## config.mk

```make
export PLATFORM = sky130hd
export DESIGN_NAME = dsi_word_feeder
export DESIGN_NICKNAME = d
export VERILOG_FILES = /design/src/rtl/dsi_word_feeder.sv
export SDC_FILE = /design/constraint.sdc
export NUM_CORES = 1
export LEC_CHECK = 0
export ABC_AREA = 1
export CAP_MARGIN = 0
export CELL_PAD_IN_SITES_DETAIL_PLACEMENT = 0
export CELL_PAD_IN_SITES_GLOBAL_PLACEMENT = 1
export CORE_MARGIN = 2
export CORE_UTILIZATION = 46
export DETAILED_ROUTE_END_ITERATION = 12
export PLACE_DENSITY = 0.77
export SLEW_MARGIN = 30
export SYNTH_ARGS = -nofsm -noshare
export SYNTH_HDL_FRONTEND = slang
export SYNTH_SLANG_ARGS = --single-unit
export TNS_END_PERCENT = 5
```

## constraint.sdc

```tcl
create_clock -name clk_sys -period 3.6 [get_ports clk_sys]
set_clock_uncertainty 0.05 [all_clocks]
set_input_delay 1.08 -clock clk_sys [delete_from_list [all_inputs] [get_ports clk_sys]]
set_output_delay 1.08 -clock clk_sys [all_outputs]
set_load 0.02 [all_outputs]
```

## src/rtl/dsi_word_feeder.sv

```systemverilog
// ----------------------------------------------------------------------------
// dsi_word_feeder
//
// Packs a byte stream from the packet builder little-endian into 32-bit words
// with byte strobes, queues them in a small word FIFO and presents the FIFO
// head to the DSI lanes controller over the iface_write_* / iface_data_rqst
// handshake. Flags an underflow when the controller asks for a word in the
// middle of a packet and nothing is buffered.
//
// Parameters:
//   FIFO_DEPTH          word FIFO entries, power of two, 2..16
//
// Ports:
//   clk_sys             system clock, rising edge
//   rst                 asynchronous active-high reset
//   in_data[7:0]        byte from the packet builder
//   in_valid            in_data valid
//   in_last             byte closes the packet
//   in_ready            byte taken on an edge with in_valid && in_ready
//   iface_write_data    FIFO head word, byte k on bits [8k+7:8k]
//   iface_write_strb    FIFO head strobes (f, 7, 3 or 1)
//   iface_write_rqst    a word is available
//   iface_last_word     head word closes the packet
//   iface_data_rqst     controller pops the head when iface_write_rqst is high
//   busy                packet in progress, packer partial, or FIFO non-empty
//   underflow_error     one-cycle pulse after a mid-packet request on empty
//
// Build option:
//   DSI_FEEDER_UNDERFLOW_CNT_EN  adds underflow_count[15:0], a saturating
//                                count of underflow_error pulses.
// ----------------------------------------------------------------------------
module dsi_word_feeder #(
    parameter int FIFO_DEPTH = 4
) (
    input  logic        clk_sys,
    input  logic        rst,
    input  logic [7:0]  in_data,
    input  logic        in_valid,
    input  logic        in_last,
    output logic        in_ready,
    output logic [31:0] iface_write_data,
    output logic [3:0]  iface_write_strb,
    output logic        iface_write_rqst,
    output logic        iface_last_word,
    input  logic        iface_data_rqst,
    output logic        busy,
    output logic        underflow_error
`ifdef DSI_FEEDER_UNDERFLOW_CNT_EN
    ,
    output logic [15:0] underflow_count
`endif
);

    localparam int AW = (FIFO_DEPTH > 1) ? $clog2(FIFO_DEPTH) : 1;
    localparam logic [AW:0] FULL_COUNT = (AW + 1)'(FIFO_DEPTH);

    typedef enum logic [0:0] {
        IDLE   = 1'b0,
        ACTIVE = 1'b1
    } stateT;

    logic [1:0]    r_byteIdx;
    logic [23:0]   r_hold;
    logic [36:0]   r_mem [FIFO_DEPTH];
    logic [AW-1:0] r_wrPtr;
    logic [AW-1:0] r_rdPtr;
    logic [AW:0]   r_count;
    stateT         r_state;
    stateT         w_nextState;
    logic          r_underflow;
    logic          w_underflowNext;

    logic          w_empty;
    logic          w_full;
    logic          w_accept;
    logic          w_complete;
    logic          w_push;
    logic          w_pop;
    logic [31:0]   w_laneData;
    logic [31:0]   w_wordData;
    logic [3:0]    w_wordStrb;
    logic [36:0]   w_head;

    // Handshake qualifiers: a word is pushed when the byte that closes it is
    // accepted, and popped when the controller asks while a word is present.
    assign w_empty    = (r_count == '0);
    assign w_full     = (r_count == FULL_COUNT);
    assign w_accept   = in_valid && !w_full;
    assign w_complete = (r_byteIdx == 2'd3) || in_last;
    assign w_push     = w_accept && w_complete;
    assign w_pop      = iface_data_rqst && !w_empty;

    // The incoming byte moved into its lane. Lanes above the current index
    // stay zero in the holding register, so OR-ing gives the finished word
    // with zeroed upper lanes for short tails.
    assign w_laneData = {24'h000000, in_data} << {r_byteIdx, 3'b000};
    assign w_wordData = {8'h00, r_hold} | w_laneData;

    // Strobe covers lanes 0..idx of the word being closed.
    always_comb begin
        w_wordStrb = 4'h1;
        case (r_byteIdx)
            2'd0: w_wordStrb = 4'h1;
            2'd1: w_wordStrb = 4'h3;
            2'd2: w_wordStrb = 4'h7;
            2'd3: w_wordStrb = 4'hf;
            default: w_wordStrb = 4'h1;
        endcase
    end

    // Packer: collect bytes into the holding register; closing a word clears
    // it so the next packet starts from lane 0.
    always_ff @(posedge clk_sys or posedge rst) begin
        if (rst) begin
            r_byteIdx <= 2'd0;
            r_hold    <= 24'h000000;
        end else if (w_accept) begin
            if (w_complete) begin
                r_byteIdx <= 2'd0;
                r_hold    <= 24'h000000;
            end else begin
                r_byteIdx <= r_byteIdx + 2'd1;
                r_hold    <= r_hold | w_laneData[23:0];
            end
        end
    end

    // Word storage; contents are only visible through the empty-gated head,
    // so it needs no reset.
    always_ff @(posedge clk_sys) begin
        if (w_push) begin
            r_mem[r_wrPtr] <= {in_last, w_wordStrb, w_wordData};
        end
    end

    // FIFO pointers and occupancy. Simultaneous push and pop leave the count
    // unchanged, which keeps in_ready high through full-rate streaming.
    always_ff @(posedge clk_sys or posedge rst) begin
        if (rst) begin
            r_wrPtr <= '0;
            r_rdPtr <= '0;
            r_count <= '0;
        end else begin
            if (w_push) begin
                r_wrPtr <= r_wrPtr + AW'(1);
            end
            if (w_pop) begin
                r_rdPtr <= r_rdPtr + AW'(1);
            end
            case ({w_push, w_pop})
                2'b10:   r_count <= r_count + (AW + 1)'(1);
                2'b01:   r_count <= r_count - (AW + 1)'(1);
                default: r_count <= r_count;
            endcase
        end
    end

    assign w_head           = w_empty ? 37'd0 : r_mem[r_rdPtr];
    assign iface_write_data = w_head[31:0];
    assign iface_write_strb = w_head[35:32];
    assign iface_last_word  = w_head[36];
    assign iface_write_rqst = !w_empty;
    assign in_ready         = !w_full;

    // Packet FSM state register.
    always_ff @(posedge clk_sys or posedge rst) begin
        if (rst) begin
            r_state <= IDLE;
        end else begin
            r_state <= w_nextState;
        end
    end

    // Every pop decides the state: a closing word ends (or never opens) the
    // packet, any other word means more words of this packet are due.
    always_comb begin
        w_nextState = r_state;
        if (w_pop) begin
            w_nextState = w_head[36] ? IDLE : ACTIVE;
        end
    end

    // A request on an empty FIFO only counts as an underflow while a packet
    // is open; idle requests are ignored.
    always_comb begin
        w_underflowNext = 1'b0;
        if ((r_state == ACTIVE) && iface_data_rqst && w_empty) begin
            w_underflowNext = 1'b1;
        end
    end

    // Underflow pulse lands in the cycle after the offending edge.
    always_ff @(posedge clk_sys or posedge rst) begin
        if (rst) begin
            r_underflow <= 1'b0;
        end else begin
            r_underflow <= w_underflowNext;
        end
    end

    assign underflow_error = r_underflow;
    assign busy = (r_state == ACTIVE) || (r_byteIdx != 2'd0) || !w_empty;

`ifdef DSI_FEEDER_UNDERFLOW_CNT_EN
    logic [15:0] r_underflowCount;

    // Saturating count of underflow pulses; cleared only by reset.
    always_ff @(posedge clk_sys or posedge rst) begin
        if (rst) begin
            r_underflowCount <= 16'h0000;
        end else if (r_underflow && (r_underflowCount != 16'hffff)) begin
            r_underflowCount <= r_underflowCount + 16'h0001;
        end
    end

    assign underflow_count = r_underflowCount;
`endif

endmodule

```

==> results.txt <==
----------------------------------------------------
[Run status]
  Status ... finished clean

[Drt]
  Count of TritonRoute iterations in the first routing pass ... 5
  Residual DRC ... 0
  Detail Route Antenna Nets ... 0
  Number of DRC violations after detailed-routing iteration 0 ... 412
  Average wire length per cell after detail routing ... about 17 um
  Average via count per standard cell ... about 5
  Via count of the routed design ... between 5000 and 6000
  Wire length after detailed routing ... about 18000 um

[Timing]
  Final worst path period share ... roughly 96%
  Relative max-transition margin ... ~58%
  Final setup violating endpoints ... 0
  Max-slew violation total from the final report ... 0
  Achievable clock frequency ... approximately 290 MHz
  Actual slew at the worst max-slew pin ... ~630 ps
  Final setup TNS ... 0 ps
  Final Hold Vio Count ... 0
  Minimum period implied by the final worst setup slack ... 3470 ps
  Unrepaired setup endpoints after global routing ... no

[Clock network]
  Post_cts resized ... 0
  CTS clock-pin slew for the worst setup and hold paths ... ~60 ps
  Clock H-tree levels ... 4
  Inserted Clock Buffers ... 17
  Root Driver ... sky130_fd_sc_hd__clkbuf_16
  Worst skew pair latency ... between 400 and 500 ps
  Clock buffer depth ... 2
  CTS tree ... built
  Post-CTS Hold Fix Bufs ... 0
  Count of clock tree sinks ... approximately 180
  Post-CTS setup buffer count ... 0

[Die]
  Horizontal die dimension ... 135 um
  Count of boundary I/O pins ... between 50 and 60
  Row count ... 47
  Starting density of the core ... 47.3%
  Placeable Area ... around 0.017 mm^2
  Area enclosed by the die boundary ... around 0.018 mm^2
  Chip Height ... about 130 um

[Finish]
  Cell area after layout ... 0.00931 mm^2
  Nets@finish ... 847
  Area added between synthesis and finish ... 18.3%
  Count of inserted antenna diode cells ... 0
  Post-layout instance count excluding filler cells ... around 1100
  Fraction of final layout cells sized beyond drive strength 1 ... between 7 and 8%

[Pwr]
  Largest voltage drop on the vdd net ... a little under 500 uV
  Switching power total ... around 3.2 mW
  Sw Share ... 37.7%
  Power Dens Cells ... approximately 900 mW/mm^2
  Fraction of power consumed by combinational cells ... 42.3%
  Internal cell power ... approximately 5.2 mW
  LEAKAGE ... slightly below 4 nW
  Sequential share of power ... about a third
  Relative contribution of the clock network to total power ... between 20% and 30%

[Global route]
  Global Route Usage Sum ... 20.6%
  Number of antenna violations at the first check in global routing ... 0
  Largest net degree at the start of global routing ... 74
  Most used routing layer in global routing ... met2
  Total congestion overflow after global routing ... 0
  First-pass GRT wire length ... about 28000 um
  Vias in the first global route ... around 5200
  Global routing usage on met1 ... ~28%
  Met3 Use GR ... under 10%
  Met2 routing resource usage after global routing ... approximately a third

[Setup path]
  Worst reg2reg setup slack ... about 920 ps
  Required time at the worst-slack endpoint ... roughly 2500 ps
  Slowest cell on the critical path ... sky130_fd_sc_hd__clkdlybuf4s50_1
  FF-to-FF End ... r_count[2]
  Launch point of the worst reg-to-reg path ... r_byteIdx[1]
  Worst-path cell chain ... inv_1, nand2_2, inv_2, buf_12, a21oi_1, clkdlybuf4s50_1
  Critical path fanouts, max ... 19
  Data arrival time of the critical path ... between 2000 and 2500 ps
  CP endpoint kind ... primary output
  Family with the most delay on the worst path ... buffers and inverters
  Number of cells traversed by the worst register-to-register path ... 11
  Critical path startpoint category ... flip-flop
  Buffer and inverter count on the worst path ... 4
  Critical path's largest stage delay ... 660 ps
  Start-to-end type of the worst setup path ... reg2out

[Hold path]
  Hold Path Cell Cnt ... 2
  Path class of the lowest-slack min-delay path ... reg2reg
  Hold worst-path end ... r_hold[10]
  Worst min-delay path startpoint ... r_hold[10]

[Synth]
  Number of distinct library cells after synthesis ... 27
  Syn Area/Cell ... slightly above 10 um^2
  Sequential cell area fraction in the yosys report ... between 60 and 70%
  Total of warnings raised by yosys ... 0
  Gate Count Post-Synth ... around 770
  Register bit total from synthesis ... around 180
  Synth Net Count ... 791
  Mapped cell area ... ~0.0079 mm^2

[Placed design]
  Hpwl dp ... ~11000 um
  IO buf count ... 53
  Routability Congestion ... about 0.8
  Cell Area, Placed ... about 0.0087 mm^2
  Placed insts ... between 1000 and 1500

[Run]
  Max capacitance violation total ... 0

----------------------------------------------------
-- layout make-up --
type | count | area [um^2]
clock buffers | 19 | 433
clock inverters | 13 | 184
fillers | 1391 | 7330
inverters | 92 | 345
multi-input cells | 460 | 2120
flip-flops and latches | 179 | 5200
well taps | 220 | 275
repair buffers | 75 | 758
-- registers in the layout (all words and copies together), names as in the netlist --
name and count:
r_byteIdx 2, r_count 3, r_hold 24, r_mem 144, r_rdPtr 2, r_state 1, r_wrPtr 2, underflow_error 1
-- routing by layer --
layer  routed length, um  vias to the layer above
met3                 628                       21
met1                8120                     2531
li1                    -                     2600
met5                   0                        -
met2                8430                      125
met4                 339                        0
-- Yosys cell counts, drive strengths merged --
| master | instances | share of area (%) |
|---|---|---|
| nand2 | 277 | 13 |
| nand4 | 2 | 0.16 |
| nand3 | 40 | 2.6 |
| dfrtp | 35 | 11 |
| clkbuf | 3 | 0.14 |
| xnor2 | 2 | 0.22 |
| nor2 | 40 | 2.0 |
| ha | 8 | 1.3 |
| edfxtp | 144 | 55 |
| or2 | 1 | 0.080 |
| buf | 35 | 2.9 |
| clkinv | 1 | 0.048 |
| a21oi | 59 | 3.8 |
| inv | 91 | 4.3 |
| o21bai | 24 | 2.3 |
| xor2 | 2 | 0.22 |
| o21ai | 4 | 0.25 |
| fa | 1 | 0.25 |
-- layout by cell type (no fill, tap or decap), drive strengths merged --
cell type      netlist  routed
nand2              277     277
edfxtp             144     144
inv                 91      92
a21oi               59      59
clkdlybuf4s50        0      53
nand3               40      40
nor2                40      40
dfrtp               35      35
o21bai              24      24
buf                 35      22
clkbuf               3      19
ha                   8       8
clkinvlp             0       5
o21ai                4       4
bufinv               0       4
clkinv               1       4
xnor2                2       2
xor2                 2       2
nand4                2       2
or2                  1       1
fa                   1       1
-- kinds of logic (layout without fill, tap and decap cells) --
group / count (synthesis) / count (layout) / share of synthesized area [%]
AO/OA/AOI/OAI: 87 / 87 / 6.34
AND/OR/NAND/NOR: 360 / 360 / 18.2
adder cells (fa/ha/maj): 9 / 9 / 1.53
flip-flops: 179 / 179 / 66.1
XOR/XNOR: 4 / 4 / 0.445
buffers and inverters: 130 / 199 / 7.45
-- through the flow --
| stage | hold WS, ps | util, % | setup slack, ps | power [mW] |
|---|---|---|---|---|
| after global routing | 459 | 56.0 | 41.9 | 8.93 |
| final | 431 | 56.0 | 132 | 8.42 |
| after CTS | 433 | 56.0 | 137 | 8.48 |
| after global placement | 410 | 52.3 | 285 | 6.48 |
| after floorplan | 393 | - | 93.9 | 5.16 |
| after detailed placement | 418 | 52.3 | 222 | 6.54 |
-- power groups by stage --
stage	registers [mW]	logic (mW)	clock network, mW
after global placement	2.94	3.54	0
after CTS	2.92	3.60	1.96
after detailed placement	2.96	3.59	0
after global routing	2.95	3.92	2.06
after floorplan	2.92	2.24	0
final	2.92	3.56	1.94
-- worst register-to-register path, stage by stage (launching register included) --
cell and delay (ps):
sky130_fd_sc_hd__dfrtp_1 380, sky130_fd_sc_hd__buf_4 210, sky130_fd_sc_hd__ha_1 280, sky130_fd_sc_hd__nor2_1 340
sky130_fd_sc_hd__inv_1 150, sky130_fd_sc_hd__nand3_2 190, sky130_fd_sc_hd__ha_1 200, sky130_fd_sc_hd__inv_1 70
sky130_fd_sc_hd__fa_1 390, sky130_fd_sc_hd__nand2_1 80, sky130_fd_sc_hd__nand3_1 80, sky130_fd_sc_hd__xor2_1 150
-- worst max path at each step --
| stage | start | endpoint | slack [ps] | cells past startpoint |
|---|---|---|---|---|
| finish | r_count[2] | iface_write_data[2] | 130 | 6 |
| CTS | r_rdPtr[0] | iface_write_data[2] | 140 | 7 |
| floorplan | in_last | r_mem[0][0] | 90 | 5 |
| global placement | in_last | r_count[2] | 280 | 10 |
| global route | r_rdPtr[0] | iface_write_data[2] | 40 | 7 |
| detailed placement | in_last | r_count[2] | 220 | 10 |
Power figures use the tool's default switching activity.
